### config.mk
export PLATFORM = sky130hd
export DESIGN_NAME = stage_memory
export DESIGN_NICKNAME = d
export VERILOG_FILES = /design/src/rtl/riscv_pkg.sv /design/src/rtl/load_store_align.sv /design/src/rtl/stage_memory.sv
export SDC_FILE = /design/constraint.sdc
export NUM_CORES = 1
export LEC_CHECK = 0
export ABC_AREA = 1
export BUFFER_PORTS_ARGS = -buffer_cell sky130_fd_sc_hd__buf_2
export CORE_UTILIZATION = 36
export DETAILED_ROUTE_END_ITERATION = 10
export PLACE_DENSITY = 0.62
export SLEW_MARGIN = 20
export SYNTH_ARGS = -nofsm -noshare
export SYNTH_HDL_FRONTEND = slang
export SYNTH_SLANG_ARGS = --single-unit
### constraint.sdc
create_clock -name clk -period 3.3 [get_ports clk]
set_input_delay 0.66 -clock clk [delete_from_list [all_inputs] [get_ports clk]]
set_output_delay 0.66 -clock clk [all_outputs]
set_load 0.1 [all_outputs]
### src/rtl/riscv_pkg.sv
// Shared Ludi-V encodings: result sources, load/store funct3 values and the
// memory-stage state constants.
package riscv_pkg;

  localparam logic [1:0] ALU_RESULT = 2'b00;
  localparam logic [1:0] MEM_TO_REG = 2'b01;
  localparam logic [1:0] PC_PLUS    = 2'b10;

  localparam logic [2:0] LB  = 3'b000;
  localparam logic [2:0] LH  = 3'b001;
  localparam logic [2:0] LW  = 3'b010;
  localparam logic [2:0] LBU = 3'b100;
  localparam logic [2:0] LHU = 3'b101;
  localparam logic [2:0] SB  = 3'b000;
  localparam logic [2:0] SH  = 3'b001;
  localparam logic [2:0] SW  = 3'b010;

  typedef logic [1:0] mem_state_t;
  localparam mem_state_t ST_IDLE     = 2'd0;
  localparam mem_state_t ST_REQ      = 2'd1;
  localparam mem_state_t ST_WAIT_RSP = 2'd2;

endpackage

### src/rtl/load_store_align.sv
// Byte-lane steering for stores, lane extraction/extension for loads, and
// detection of misaligned or undefined accesses.
module load_store_align
  import riscv_pkg::*;
(
  input  logic        mem_read,
  input  logic        mem_write,
  input  logic [2:0]  funct3,
  input  logic [1:0]  offset,
  input  logic [31:0] store_data,
  input  logic [31:0] load_word,
  output logic [3:0]  byte_en,
  output logic [31:0] store_lanes,
  output logic [31:0] load_data,
  output logic        fault
);

  logic [7:0]  ld_byte;
  logic [15:0] ld_half;

  always_comb begin
    ld_byte     = load_word[{offset, 3'b000} +: 8];
    ld_half     = offset[1] ? load_word[31:16] : load_word[15:0];
    byte_en     = 4'b0000;
    store_lanes = store_data;
    load_data   = 32'h0;
    fault       = 1'b0;

    case (funct3[1:0])
      2'b00:   byte_en = 4'b0001 << offset;
      2'b01:   byte_en = 4'b0011 << offset;
      2'b10:   byte_en = 4'b1111;
      default: byte_en = 4'b0000;
    endcase

    case (funct3)
      SB:      store_lanes = {4{store_data[7:0]}};
      SH:      store_lanes = {2{store_data[15:0]}};
      default: store_lanes = store_data;
    endcase

    case (funct3)
      LB:      load_data = {{24{ld_byte[7]}}, ld_byte};
      LH:      load_data = {{16{ld_half[15]}}, ld_half};
      LW:      load_data = load_word;
      LBU:     load_data = {24'h0, ld_byte};
      LHU:     load_data = {16'h0, ld_half};
      default: load_data = 32'h0;
    endcase

    // A simultaneous load and store is never a legal instruction.
    if (mem_read && mem_write) begin
      fault = 1'b1;
    end else if (mem_read) begin
      case (funct3)
        LB, LBU: fault = 1'b0;
        LH, LHU: fault = offset[0];
        LW:      fault = |offset;
        default: fault = 1'b1;
      endcase
    end else if (mem_write) begin
      case (funct3)
        SB:      fault = 1'b0;
        SH:      fault = offset[0];
        SW:      fault = |offset;
        default: fault = 1'b1;
      endcase
    end
  end

endmodule

### src/rtl/stage_memory.sv
// Ludi-V memory-access stage: issues load/store requests on the data bus,
// stalls execute while an access is outstanding and registers the writeback bundle.
module stage_memory
  import riscv_pkg::*;
(
  input  logic        clk,
  input  logic        rst_n,
  input  logic        ex_valid,
  input  logic [4:0]  ex_rd,
  input  logic [1:0]  ex_result_src,
  input  logic [31:0] ex_alu_result,
  input  logic [31:0] ex_write_data,
  input  logic [31:0] ex_instr_addr_plus,
  input  logic        ex_wr_enable,
  input  logic        ex_mem_read,
  input  logic        ex_mem_write,
  input  logic [2:0]  ex_funct3,
  output logic        mem_stall,
  output logic [4:0]  mem_rd,
  output logic [1:0]  mem_result_src,
  output logic [31:0] mem_alu_result,
  output logic [31:0] mem_read_data,
  output logic [31:0] mem_instr_addr_plus,
  output logic        mem_wr_enable,
  output logic        mem_fault,
  output logic        dbus_req,
  output logic        dbus_we,
  output logic [31:0] dbus_addr,
  output logic [3:0]  dbus_be,
  output logic [31:0] dbus_wdata,
  input  logic        dbus_ready,
  input  logic        dbus_rvalid,
  input  logic [31:0] dbus_rdata
);

  mem_state_t  state;
  logic [4:0]  hold_rd;
  logic [1:0]  hold_result_src;
  logic [31:0] hold_alu;
  logic [31:0] hold_pc_plus;
  logic        hold_wr_en;
  logic [2:0]  hold_funct3;
  logic        hold_is_store;
  logic        in_idle;
  logic        is_mem;
  logic        align_read;
  logic        align_write;
  logic [2:0]  align_funct3;
  logic [1:0]  align_offset;
  logic [3:0]  align_be;
  logic [31:0] align_lanes;
  logic [31:0] align_load;
  logic        align_fault;

  assign in_idle   = (state == ST_IDLE);
  assign is_mem    = ex_mem_read | ex_mem_write;
  assign mem_stall = !in_idle;
  assign dbus_req  = (state == ST_REQ);

  // The aligner checks the incoming instruction while idle and decodes the
  // held access while it is in flight.
  assign align_read   = in_idle ? ex_mem_read : !hold_is_store;
  assign align_write  = in_idle ? ex_mem_write : hold_is_store;
  assign align_funct3 = in_idle ? ex_funct3 : hold_funct3;
  assign align_offset = in_idle ? ex_alu_result[1:0] : hold_alu[1:0];

  load_store_align u_align (
    .mem_read    (align_read),
    .mem_write   (align_write),
    .funct3      (align_funct3),
    .offset      (align_offset),
    .store_data  (ex_write_data),
    .load_word   (dbus_rdata),
    .byte_en     (align_be),
    .store_lanes (align_lanes),
    .load_data   (align_load),
    .fault       (align_fault)
  );

  always_ff @(posedge clk or negedge rst_n) begin
    if (!rst_n) begin
      state               <= ST_IDLE;
      hold_rd             <= '0;
      hold_result_src     <= '0;
      hold_alu            <= '0;
      hold_pc_plus        <= '0;
      hold_wr_en          <= 1'b0;
      hold_funct3         <= '0;
      hold_is_store       <= 1'b0;
      mem_rd              <= '0;
      mem_result_src      <= '0;
      mem_alu_result      <= '0;
      mem_read_data       <= '0;
      mem_instr_addr_plus <= '0;
      mem_wr_enable       <= 1'b0;
      mem_fault           <= 1'b0;
      dbus_we             <= 1'b0;
      dbus_addr           <= '0;
      dbus_be             <= '0;
      dbus_wdata          <= '0;
    end else begin
      mem_wr_enable <= 1'b0;
      mem_fault     <= 1'b0;
      case (state)
        ST_IDLE: begin
          if (ex_valid) begin
            if (!is_mem || align_fault) begin
              mem_rd              <= ex_rd;
              mem_result_src      <= ex_result_src;
              mem_alu_result      <= ex_alu_result;
              mem_instr_addr_plus <= ex_instr_addr_plus;
              mem_read_data       <= '0;
              mem_wr_enable       <= ex_wr_enable & !align_fault;
              mem_fault           <= align_fault;
            end else begin
              hold_rd         <= ex_rd;
              hold_result_src <= ex_result_src;
              hold_alu        <= ex_alu_result;
              hold_pc_plus    <= ex_instr_addr_plus;
              hold_wr_en      <= ex_wr_enable;
              hold_funct3     <= ex_funct3;
              hold_is_store   <= ex_mem_write;
              dbus_we         <= ex_mem_write;
              dbus_addr       <= {ex_alu_result[31:2], 2'b00};
              dbus_be         <= align_be;
              dbus_wdata      <= ex_mem_write ? align_lanes : 32'h0;
              state           <= ST_REQ;
            end
          end
        end
        ST_REQ: begin
          if (dbus_ready) begin
            if (hold_is_store) begin
              mem_rd              <= hold_rd;
              mem_result_src      <= hold_result_src;
              mem_alu_result      <= hold_alu;
              mem_instr_addr_plus <= hold_pc_plus;
              mem_read_data       <= '0;
              mem_wr_enable       <= hold_wr_en;
              state               <= ST_IDLE;
            end else begin
              state <= ST_WAIT_RSP;
            end
          end
        end
        ST_WAIT_RSP: begin
          if (dbus_rvalid) begin
            mem_rd              <= hold_rd;
            mem_result_src      <= hold_result_src;
            mem_alu_result      <= hold_alu;
            mem_instr_addr_plus <= hold_pc_plus;
            mem_read_data       <= align_load;
            mem_wr_enable       <= hold_wr_en;
            state               <= ST_IDLE;
          end
        end
        default: state <= ST_IDLE;
      endcase
    end
  end

endmodule

# ---- After elaboration in Yosys (flattened, before gate mapping)
# Cells that the tools add are included.
dict set report op_classes {
  n_eq_ne 14
  shift 3
  muxes 59
  bitwise_logic 3
  n_reduce_logical 16
}
# cell count
set ops {}
lappend ops {{two-way mux 32 bit} 16}
lappend ops {{one-hot mux 32 bit (3 select lines)} 3}
lappend ops {{one-hot mux 32 bit (5 select lines)} 1}
lappend ops {{one-hot mux 32 bit (2 select lines)} 1}
lappend ops {{indexed part select 32 x 6 -> 8 bit} 1}
lappend ops {{two-way mux 5 bit} 5}
lappend ops {{two-way mux 2 bit} 11}
lappend ops {{two-way mux 16 bit} 1}
lappend ops {{one-hot mux 5 bit (3 select lines)} 1}
lappend ops {{two-way mux 1 bit} 13}
lappend ops {{one-hot mux 2 bit (3 select lines)} 2}
lappend ops {{one-hot mux 4 bit (3 select lines)} 1}
lappend ops {{one-hot mux 1 bit (3 select lines)} 3}
lappend ops {{== test 3 bit, second input constant} 2}
lappend ops {{inequality test 2 x 1 -> 1 bit, second input constant} 3}
lappend ops {{inequality test 2 bit, second input constant} 3}
lappend ops {{AND reduction 6 bit} 1}
lappend ops {{OR reduction 2 bit} 3}
lappend ops {{== test 2 x 1 -> 1 bit, second input constant} 2}
lappend ops {{== test 2 bit, second input constant} 2}
lappend ops {{zero test 1 bit} 4}
lappend ops {{zero test 2 bit} 2}
lappend ops {{AND reduction 4 bit} 1}
lappend ops {{left shift 1 x 2 -> 4 bit, first input constant} 1}
lappend ops {{other kinds (12)} 12}
dict set report word_totals {
  register_bits 249
  out_inout_bits 176
  word_cells 113
}

# ---- Logic depth before layout (Yosys ltp)
# Gate-level depths: netlist (run 1).
dict set report logic_depth {
  depth_word 12
  ltp_mapped 18
}

# ---- Cells and area by module
# A second synthesis (run 1) with hierarchy kept.
dict set report unflattened {
  cells_unflattened 1599
  area_unflattened_um2 11672.4
}
# module n_inst cells_each area_per_inst_um2 seq_area_each_um2
set by_module_without_submodules {}
lappend by_module_without_submodules {stage_memory 1 1326 10314.9 5480.3}
lappend by_module_without_submodules {load_store_align 1 273 1357.6 0.0}

# ---- Worst setup path after synthesis (run 1)
# OpenSTA, ideal clock, no wires.
dict set report synth_timing {
  path_kind {register -> register}
  start {reg state[1]}
  end {reg mem_alu_result[26]}
  setup_time_ps 67
  arrival_ps 2430
  setup_slack_ps 803
  stages_incl_launch_ff 12
  period_less_slack_ps 2497
  cell_sequence {dfrtp_1 inv_1 ha_1 inv_1 o22ai_1 nor2_1 inv_1 nor3_2 clkbuf_1 clkbuf_1 nand3_1 nand2_1}
}
# item line_no
set synth_rtl {}
lappend synth_rtl {{start: declaration} stage_memory.sv:36} ;# mem_state_t state;
lappend synth_rtl {{start signal: assignment} stage_memory.sv:82} ;# state <= ST_IDLE;
lappend synth_rtl {{start signal: assignment} stage_memory.sv:127} ;# state <= ST_REQ;
lappend synth_rtl {{start signal: assignment} stage_memory.sv:140} ;# state <= ST_IDLE;
lappend synth_rtl {{== test 2 x 1 -> 1 bit *} -}
lappend synth_rtl {{net dbus_req} stage_memory.sv:26} ;# output logic dbus_req,
lappend synth_rtl {{inequality test 2 x 1 -> 1 bit (no source line) / nonzero test 3 bit (equally long branches)} -}
lappend synth_rtl {{AND reduction 6 bit (no source line)} -}
lappend synth_rtl {{end signal: assignment} stage_memory.sv:110} ;# mem_alu_result <= ex_alu_result;
lappend synth_rtl {{end signal: assignment} stage_memory.sv:136} ;# mem_alu_result <= hold_alu;
lappend synth_rtl {{end signal: assignment} stage_memory.sv:150} ;# mem_alu_result <= hold_alu;
lappend synth_rtl {{end: declaration} stage_memory.sv:21} ;# output logic [31:0] mem_alu_result,
# The timed path passes the listed nets; every way through them passes the cells marked *.
# A chain may end at the register's enable or synchronous reset.

# ---- Worst setup path in the final report (run 1)
dict set report layout_timing {
  start {reg state[0]}
  end {reg mem_instr_addr_plus[27]}
}
dict set report layout_via {
  elab_chain_cells 10
}
# item line_no
set layout_rtl {}
lappend layout_rtl {{zero test 2 bit} {stage_memory.sv:55, stage_memory.sv:104}}
lappend layout_rtl {{two-way mux 3 bit / two-way mux 2 bit (equally long branches)} {stage_memory.sv:64, stage_memory.sv:65}}
lappend layout_rtl {{== test 3 x 2 -> 1 bit (tied with other cells)} {load_store_align.sv:55, load_store_align.sv:62}}
lappend layout_rtl {{one-hot mux 1 bit (3 select lines) / OR reduction 2 bit (equally long branches)} {load_store_align.sv:62, load_store_align.sv:55}}
lappend layout_rtl {{two-way mux 1 bit / one-hot mux 1 bit (3 select lines) (equally long branches)} {load_store_align.sv:61, load_store_align.sv:55}}
lappend layout_rtl {{two-way mux 1 bit} load_store_align.sv:54} ;# end else if (mem_read) begin
lappend layout_rtl {{two-way mux 1 bit} load_store_align.sv:52} ;# if (mem_read && mem_write) begin
lappend layout_rtl {{logical OR 1 bit} stage_memory.sv:107} ;# if (!is_mem || align_fault) begin
lappend layout_rtl {{inequality test 2 x 1 -> 1 bit (no source line)} -}
lappend layout_rtl {{AND reduction 6 bit (no source line)} -}
lappend layout_rtl {{end signal: assignment} stage_memory.sv:111} ;# mem_instr_addr_plus <= ex_instr_addr_plus;
lappend layout_rtl {{end signal: assignment} stage_memory.sv:137} ;# mem_instr_addr_plus <= hold_pc_plus;
lappend layout_rtl {{end signal: assignment} stage_memory.sv:151} ;# mem_instr_addr_plus <= hold_pc_plus;
lappend layout_rtl {{end: declaration} stage_memory.sv:23} ;# output logic [31:0] mem_instr_addr_plus,
# Parallel ways exist; a longest one is shown, timed or not.

==> out/metrics.yaml, run 1 <==
status: "finished, final reports clean"
vias: 9969
cts_sinks: 219
cts.htree.levels: 1
layout_setup_ws_ps: 342.5
wl_met3_mm: 2.198
yosysTopAreaCell: "dfrtp_1"
placed_area_um2: 12510
die_h_um: 175.4
postCtsSetupBuffers: 0
cp-end-kind: "flip-flop"
ys_types: 35
fp.dieArea_um2: 30780
gp_congestion: 0.8848
grt_max_degree: 92
fillers: 3054
tightest_slew_ps: 809.6
cts_resized: 0
grt_antenna_before_repair: 9
dp_hpwl_mm: 22.70
clockRootBuffer: "clkbuf_16"
clk_latency_ps: 540
r2r-end: "mem_instr_addr_plus[27]$_DFFE_PN0P_"
async_reset_ff_share_pct: 100.0
finalCritPeriodShare_pct: 89.62
wl_per_cell_um: 15.94
grt_pass1_vias: 9360
syn_area_um2: 10830
synth_ff_type: "dfrtp_1"
drive_above_1_share_pct: 25.30
synth_common_cells: "467 x nand2_1, 219 x dfrtp_1, 115 x o21ai_0"
regToRegStartpoint: "state[0]$_DFFE_PN0P_"
core-area_um2: 29640
cts_tree: "yes"
synth_area_leaders: "dfrtp_1 51%, nand2_1 16%, o21ai_0 5.3%, nand3_1 5.0%, o21ai_1 4.6%"
ant_nets: 0
dr.pass1.iters: 5
start_util_pct: 36.53
nets: 1787
synthCells: 1383
synth_seq_cells: 219
seqCellArea_um2: 5480
path_common_cell: "nand2_1"
hold_viol: 0
rsz0062_at_grt: "no"
synth-simple-area-share_pct: 23.97
r2r_cells: 15
routed.top_layer: "met5"
hold_class: "input port to asynchronous set/reset pin"
cp.required_ps: 3780
synth_top_family_by_area: "simple AND/OR/NAND/NOR gates"
rrSetupSlack_ps: 340
die_w_um: 175.4
avgViaCountPerCell: 4.858
drt_wl_total_mm: 32.71
max_stage_delay_ps: 400
row_count: 63
critPathTopFamily: "simple AND/OR/NAND/NOR gates"
synth_top_area_share_pct: 50.61
overflow: 0
cp_slowest_cell: "dfrtp_1"
yosysWarningCount: 0
dr_wl_met2_mm: 14.90
synthMuxAreaShare_pct: 0.09244
whs_ps: 124.7
cp.depth: 15
final-setup-viol-count: 0
critPathLaunchType: "flip-flop"
drv_cap: 0
path_buf_inv: 3
slew_headroom_pct: 45.90
io_buffers: 319
multi_input_area_um2: 4233
tns_ps: 0
fin_skew_ps: 22.54
grtUsageTotal_pct: 20.95
drtIter0Drc: 716
cp_cell_sequence: "inv_1, ha_4, inv_2, nand2_1, nand2_1, nand2_1, nor2_2, nand2_1, nand3_1, a21oi_4, nand3_4, nand2_4, buf_12, nand2_1, nand2_1"
postSynthAreaPerCell_um2: 7.829
syn2layout_area_growth_pct: 24.36
place_ws_ps: 322.0
met1Wirelength_mm: 14.89
route.detailed.drc: 0
finalCriticalPeriod_ps: 2958
drv_slew: 0
synthXorXnorAreaFrac_pct: 0
fin_area_um2: 13470
ios: 322
clk_pin_slew_ps: 60
yosysSeqAreaShare_pct: 50.61
cts_buffers: 26
grt_pass1_wl_mm: 51.98
cts.path.max_buffers: 3
cts_hold_buf: 0
fmax_ghz: 0.3381
path_class: "flip-flop to flip-flop"
arrival_ps: 3430
synth-adder-area-share_pct: 0.4622
synth_edf_count: 0
cp_max_fo: 35
synth.most_common_cell: "nand2_1"
synth_compound_area_share_pct: 14.14
-- per-layer routing --
metal / global-route usage [%] / vias up
li1: - / 4922
met2: 32.59 / 313
met5: 0 / -
met4: 6.268 / 4
met1: 29.39 / 4680
met3: 4.177 / 50
-- through the flow --
| step | utilization, % | cells |
|---|---|---|
| after floorplan | - | 1384 |
| after global placement | 42.22 | 1998 |
| after detailed placement | 42.22 | 1998 |
| after CTS | 45.31 | 2045 |
| after global routing | 45.42 | 2050 |
| final | 45.43 | 2052 |
-- worst max-delay path by stage --
stage / start / end / slack (ps)
after floorplan: state[1]$_DFFE_PN0P_ / mem_alu_result[26]$_DFFE_PN0P_ / 800
after global placement: state[0]$_DFFE_PN0P_ / mem_read_data[30]$_DFFE_PN0P_ / 390
after detailed placement: state[1]$_DFFE_PN0P_ / mem_read_data[18]$_DFFE_PN0P_ / 320
after CTS: state[1]$_DFFE_PN0P_ / mem_read_data[18]$_DFFE_PN0P_ / 300
after global routing: state[0]$_DFFE_PN0P_ / mem_rd[1]$_DFFE_PN0P_ / 20
final: state[0]$_DFFE_PN0P_ / mem_instr_addr_plus[27]$_DFFE_PN0P_ / 340
-- area by class of cell --
type / count / share of cell area [%]
sequential: 219 / 40.70
clock buffer: 37 / 5.436
multi-input combinational: 936 / 31.43
timing repair buffer: 347 / 14.33
tap: 390 / 3.624
inverter: 107 / 2.983
clock inverter: 10 / 1.385
antenna: 6 / 0.1115
-- layout by cell type, fill, tap and decap left out, types with 2 or more instances in the layout --
master     count
diode_2        6
inv_2          5
clkbuf_16     26
clkbuf_8       4
ha_1           3
bufinv_16      5
nand3_4        2
clkinv_2       4
a21oi_1       68
o21ai_0      115
buf_2        318
buf_4         19
nor2_1        29
conb_1         2
nand3_1      108
inv_1        101
clkbuf_1       7
buf_12         9
dfrtp_1      219
nand4_1        2
nand2_2        5
nand2_1      467
o21ai_1      100
o211ai_1       7
or2_2         13
-- worst reg2reg max path: cells and delay by family (launching register included) --
| family | cells | cell delay [ps] |
|---|---|---|
| AOI/OAI and AO/OA | 1 | 270 |
| adders and majority gates | 1 | 260 |
| and+or+nand+nor | 10 | 1480 |
| DFF | 1 | 400 |
| buffers and inverters | 3 | 530 |
-- flip-flops by register name (all words and copies together) (netlist names) --
signal,cells
dbus_be,4
dbus_wdata,32
hold_alu,32
hold_funct3,3
hold_is_store,1
hold_pc_plus,32
hold_rd,5
hold_result_src,2
hold_wr_en,1
mem_alu_result,32
mem_fault,1
mem_instr_addr_plus,32
mem_rd,5
mem_read_data,32
mem_result_src,2
mem_wr_enable,1
state,2
-- logic make-up (layout without fill, tap and decap cells) --
family                   after synthesis  after routing
AND/OR/NAND/NOR                      632            632
AO/OA/AOI/OAI                        297            297
multiplexers                           1              1
buffers and inverters                229            501
adder cells (fa/ha/maj)                4              4
flip-flops                           219            219
other                                  1              8
Power of run 1 is left out: the tool's default activity adds up to more than one toggle a clock period on the data nets, which glitch-free logic cannot reach.
==> run 2: changes to the inputs <==
--- a/config.mk
+++ b/config.mk
@@ -6,7 +6,7 @@
 export NUM_CORES = 1
 export LEC_CHECK = 0
 export ABC_AREA = 1
-export BUFFER_PORTS_ARGS = -buffer_cell sky130_fd_sc_hd__buf_2
+export BUFFER_PORTS_ARGS = -buffer_cell sky130_fd_sc_hd__buf_4
 export CORE_UTILIZATION = 36
 export DETAILED_ROUTE_END_ITERATION = 10
 export PLACE_DENSITY = 0.62
==> run 2 against run 1 <==
  * First-iteration DRC count down 1.1%
  * Worst setup slack gained 0.74 ps
  * Via count grew 0.14%
  * Non-clock buffer count down 6
  * Hold slack got worse by 14 ps
  * Wire length is 0.34% lower
  * Critical endpoint is now mem_alu_result[25]$_DFFE_PN0P_
  * Sequential cell count stayed put
==> out/metrics.yaml, run 2 (same netlist as run 1, synthesis figures left out) <==
io_buffers: 319  # unchanged
fp.dieArea_um2: 30780  # unchanged
cts_sinks: 219  # unchanged
grt_pass1_vias: 9633  # +2.9%
hold_viol: 0  # unchanged
drt_wl_total_mm: 32.60  # -0.34%
ios: 322  # unchanged
cp-end-kind: "flip-flop"
row_count: 63  # unchanged
core-area_um2: 29640  # unchanged
dr.pass1.iters: 6  # +1
slew_headroom_pct: 46.79  # +0.89 points
drive_above_1_share_pct: 25.09  # -0.21 points
fmax_ghz: 0.3382  # about the same
seqCellArea_um2: 5480  # unchanged
dp_hpwl_mm: 22.28  # -1.8%
avgViaCountPerCell: 4.891  # +0.68%
layout_setup_ws_ps: 343.2  # +0.7410 ps
cp_max_fo: 62  # +77%
ant_nets: 0  # unchanged
status: "finished, final reports clean"
overflow: 0  # unchanged
fin_skew_ps: 11.92  # -10.62 ps
cts.htree.levels: 1  # unchanged
grt_pass1_wl_mm: 51.92  # -0.12%
grt_antenna_before_repair: 2  # -7
rsz0062_at_grt: "no"
finalCritPeriodShare_pct: 89.60  # about the same
clk_latency_ps: 530  # about the same
vias: 9983  # +0.14%
drv_cap: 0  # unchanged
postCtsSetupBuffers: 0  # unchanged
grt_util_met3_pct: 4.221  # +0.043 points
clk_pin_slew_ps: 60  # about the same
grt_max_degree: 91  # -1.1%
gp_congestion: 0.9188  # +3.8%
cts.path.max_buffers: 3  # unchanged
cts_buffers: 26  # unchanged
hold_class: "input port to asynchronous set/reset pin"
multi_input_area_um2: 4233  # unchanged
grtUsageMet2_pct: 33.55  # +0.96 points
drv_slew: 0  # unchanged
grtUsageMet1_pct: 28.81  # -0.58 points
tightest_slew_ps: 798.2  # -11.40 ps
final_cell_mix: "467 x nand2_1, 333 x buf_4, 219 x dfrtp_1, 115 x o21ai_0, 108 x nand3_1"
arrival_ps: 3420  # about the same
r2r_cells: 14  # -1
path_class: "flip-flop to flip-flop"
tns_ps: 0  # unchanged
critPathLaunchType: "flip-flop"
fillers: 2987  # -2.2%
cts_resized: 0  # unchanged
cts_tree: "yes"
clockRootBuffer: "clkbuf_16"
syn2layout_area_growth_pct: 30.54
drtIter0Drc: 708  # -1.1%
finalCriticalPeriod_ps: 2957  # -0.7410 ps
wl_per_cell_um: 15.97  # +0.19%
route.detailed.drc: 0  # unchanged
grtUsageTotal_pct: 20.96  # about the same
place_ws_ps: 372.4  # +50.36 ps
cts_hold_buf: 0  # unchanged
layout_commonest_cell: "nand2_1"
cp.required_ps: 3760  # -20 ps
nets: 1781  # -0.34%
grt_busiest_layer: "met2"
start_util_pct: 36.53  # unchanged
die_w_um: 175.4  # unchanged
die_h_um: 175.4  # unchanged
final-setup-viol-count: 0  # unchanged
run 2: path summary, 6_finish.rpt:
kind	start	end	slack, ps
setup / recovery	state[0]$_DFFE_PN0P_	mem_alu_result[25]$_DFFE_PN0P_	340
hold / removal	rst_n	mem_alu_result[9]$_DFFE_PN0P_	110
setup reg to reg	state[0]$_DFFE_PN0P_	mem_alu_result[25]$_DFFE_PN0P_	340
hold reg to reg	mem_rd[2]$_DFFE_PN0P_	mem_rd[2]$_DFFE_PN0P_	470
max in group asynchronous	rst_n	dbus_wdata[20]$_DFFE_PN0P_	2280
min in group clk	ex_alu_result[15]	hold_alu[15]$_DFFE_PN0P_	380
run 2: area by class of cell:
cell class | count | share of cell area, %
Sequential cell | 219 | 38.77
Multi-Input combinational cell | 936 | 29.95
Timing Repair Buffer | 341 | 18.78
Antenna cell | 1 | 0.01770
Clock inverter | 8 | 0.7436
Inverter | 107 | 2.841
Tap cell | 390 | 3.452
Clock buffer | 39 | 5.444
run 2: critical path, cell delays in order (launching register included):
cell     delay [ps]
dfrtp_1         390
inv_1           110
ha_4            230
inv_2           170
nand2_1          70
nand2_1         250
nand2_1         130
nor2_2          180
nand2_1          80
nand3_1         150
a21oi_4         110
nand3_4          90
buf_4           580
nand3_1         170
nand2_1         110
run 2: routing by layer:
metal  wire length, um  part of all wire (%)
met4               730                   2.2
met1             14740                    45
met3              2151                   6.6
met5                17                 0.052
met2             14960                    46
run 2: through the flow:
stage	cells	utilization [%]	area, um2	hold WS (ps)
2_1_floorplan	1384	-	10830	364.4
3_3_place_gp	1993	44.73	13260	457.2
3_5_place_dp	1993	44.73	13260	459.7
4_1_cts	2040	47.68	14130	162.4
5_1_grt	2040	47.68	14130	157.1
6_report	2041	47.69	14130	110.6
Power of run 2 is left out for the same reason.
==> run 3: changes to the inputs <==
--- a/config.mk
+++ b/config.mk
@@ -7,6 +7,7 @@
 export LEC_CHECK = 0
 export ABC_AREA = 1
 export BUFFER_PORTS_ARGS = -buffer_cell sky130_fd_sc_hd__buf_4
+export CORE_MARGIN = 2
 export CORE_UTILIZATION = 36
 export DETAILED_ROUTE_END_ITERATION = 10
 export PLACE_DENSITY = 0.62
==> run 3 against run 2 <==
  * Final cell count is essentially flat
  * Wire length grew 0.80%
  * Clock skew shrank 1.9 ps
  * Critical endpoint is now mem_alu_result[7]$_DFFE_PN0P_
  * Highest routed layer unchanged
==> out/metrics.yaml, run 3 (same netlist as run 1, synthesis figures left out) <==
cts_hold_buf: 0  # unchanged
cp_cell_sequence: "inv_1, ha_4, inv_2, nand2_1, nand2_1, nand2_1, nor2_2, nand2_1, nand3_1, a21oi_4, nand3_4, nand2_4, buf_4, nand2_1, nand2_1"
path_common_cell: "nand2_1"
cp_slowest_cell: "dfrtp_1"
drive_above_1_share_pct: 25.08  # about the same
gp_congestion: 0.9262  # +0.81%
finalCriticalPeriod_ps: 2843  # -114.0 ps
clk_latency_ps: 520  # about the same
layout_commonest_cell: "nand2_1"
cts.path.max_buffers: 3  # unchanged
fp.dieArea_um2: 31480  # +2.3%
grtUsageTotal_pct: 20.31  # -0.65 points
placed_area_um2: 13260  # unchanged
grt_antenna_before_repair: 3  # +1
cts_tree: "yes"
dp.cells: 1993  # unchanged
overflow: 0  # unchanged
core-area_um2: 29640  # unchanged
fmax_ghz: 0.3518  # +4.0%
ant_nets: 0  # unchanged
cts_resized: 0  # unchanged
dr.pass1.iters: 5  # -1
slew_headroom_pct: 48.33  # +1.5 points
grt_max_degree: 104  # +14%
die_w_um: 177.4  # +1.1%
grt_pass1_vias: 9372  # -2.7%
hold_class: "input port to asynchronous set/reset pin"
postCtsSetupBuffers: 0  # unchanged
grt_pass1_wl_mm: 51.33  # -1.1%
route.detailed.drc: 0  # unchanged
syn2layout_area_growth_pct: 30.52  # about the same
clockRootBuffer: "clkbuf_16"
tightest_slew_ps: 775.0  # -23.16 ps
drt_wl_total_mm: 32.86  # +0.80%
path_class: "flip-flop to flip-flop"
fillers: 2977  # -0.33%
cp_max_fo: 24  # -61%
dp_hpwl_mm: 22.55  # +1.2%
io_buffers: 319  # unchanged
nets: 1781  # unchanged
start_util_pct: 36.53  # unchanged
arrival_ps: 3300  # -120 ps
ios: 322  # unchanged
drtIter0Drc: 763  # +7.8%
cts_buffers: 26  # unchanged
critPathTopFamily: "simple AND/OR/NAND/NOR gates"
avgViaCountPerCell: 4.915  # +0.48%
path_buf_inv: 3  # unchanged
cts.htree.levels: 1  # unchanged
critPathLaunchType: "flip-flop"
finalCritPeriodShare_pct: 86.15  # -3.5 points
cp-end-kind: "flip-flop"
final-setup-viol-count: 0  # unchanged
drv_cap: 0  # unchanged
fin_area_um2: 14130  # about the same
cp.depth: 15  # +1
drv_slew: 0  # unchanged
die_h_um: 177.4  # +1.1%
max_stage_delay_ps: 400  # -180 ps
final_cell_count_no_fill: 2043  # +0.098%
r2r_cells: 15  # +1
clk_pin_slew_ps: 60  # about the same
hold_viol: 0  # unchanged
final_cell_mix: "467 x nand2_1, 333 x buf_4, 219 x dfrtp_1, 115 x o21ai_0, 108 x nand3_1"
vias: 10040  # +0.58%
row_count: 63  # unchanged
cts_sinks: 219  # unchanged
wl_per_cell_um: 16.08  # +0.71%
rsz0062_at_grt: "no"
fin_skew_ps: 9.973  # -1.946 ps
tns_ps: 0  # unchanged
status: "finished, final reports clean"
cp.required_ps: 3760  # about the same
[run 3: final cells by class]
| type | instances | area, um2 | area share [%] |
|---|---|---|---|
| diodes | 2 | 5.005 | 0.03541 |
| clock buffers | 38 | 757.0 | 5.356 |
| clock inverters | 10 | 112.6 | 0.7968 |
| inverters | 107 | 401.6 | 2.842 |
| multi-input cells | 936 | 4233 | 29.95 |
| flip-flops and latches | 219 | 5480 | 38.78 |
| well taps | 390 | 488.0 | 3.453 |
| repair buffers | 341 | 2655 | 18.79 |
[run 3: final timing paths]
check                                                end  slack (ps)                           from
setup / recovery           mem_alu_result[7]$_DFFE_PN0P_         460           state[0]$_DFFE_PN0P_
hold / removal                dbus_wdata[16]$_DFFE_PN0P_         130                          rst_n
setup reg to reg           mem_alu_result[7]$_DFFE_PN0P_         460           state[0]$_DFFE_PN0P_
hold reg to reg            mem_read_data[23]$_DFFE_PN0P_         470  mem_read_data[23]$_DFFE_PN0P_
max in group asynchronous  mem_read_data[20]$_DFFE_PN0P_        2280                          rst_n
min in group clk                 hold_alu[6]$_DFFE_PN0P_         400               ex_alu_result[6]
[run 3: metrics by stage]
stage,setup slack (ps),hold WS (ps),util (%)
finish,457.2,129.9,47.68
global route,144.6,167.0,47.67
CTS,483.2,135.7,47.67
detailed placement,493.8,460.6,44.73
global placement,580.3,454.4,44.73
floorplan,802.9,364.4,-
[run 3: layer usage]
layer	global-route usage (%)	vias to the layer above	part of all wire, %
li1	-	4911	-
met1	28.34	4719	45
met2	31.90	353	45
met3	4.220	56	7.5
met4	5.704	2	2.4
met5	0	-	0.037
Power of run 3 is left out for the same reason.
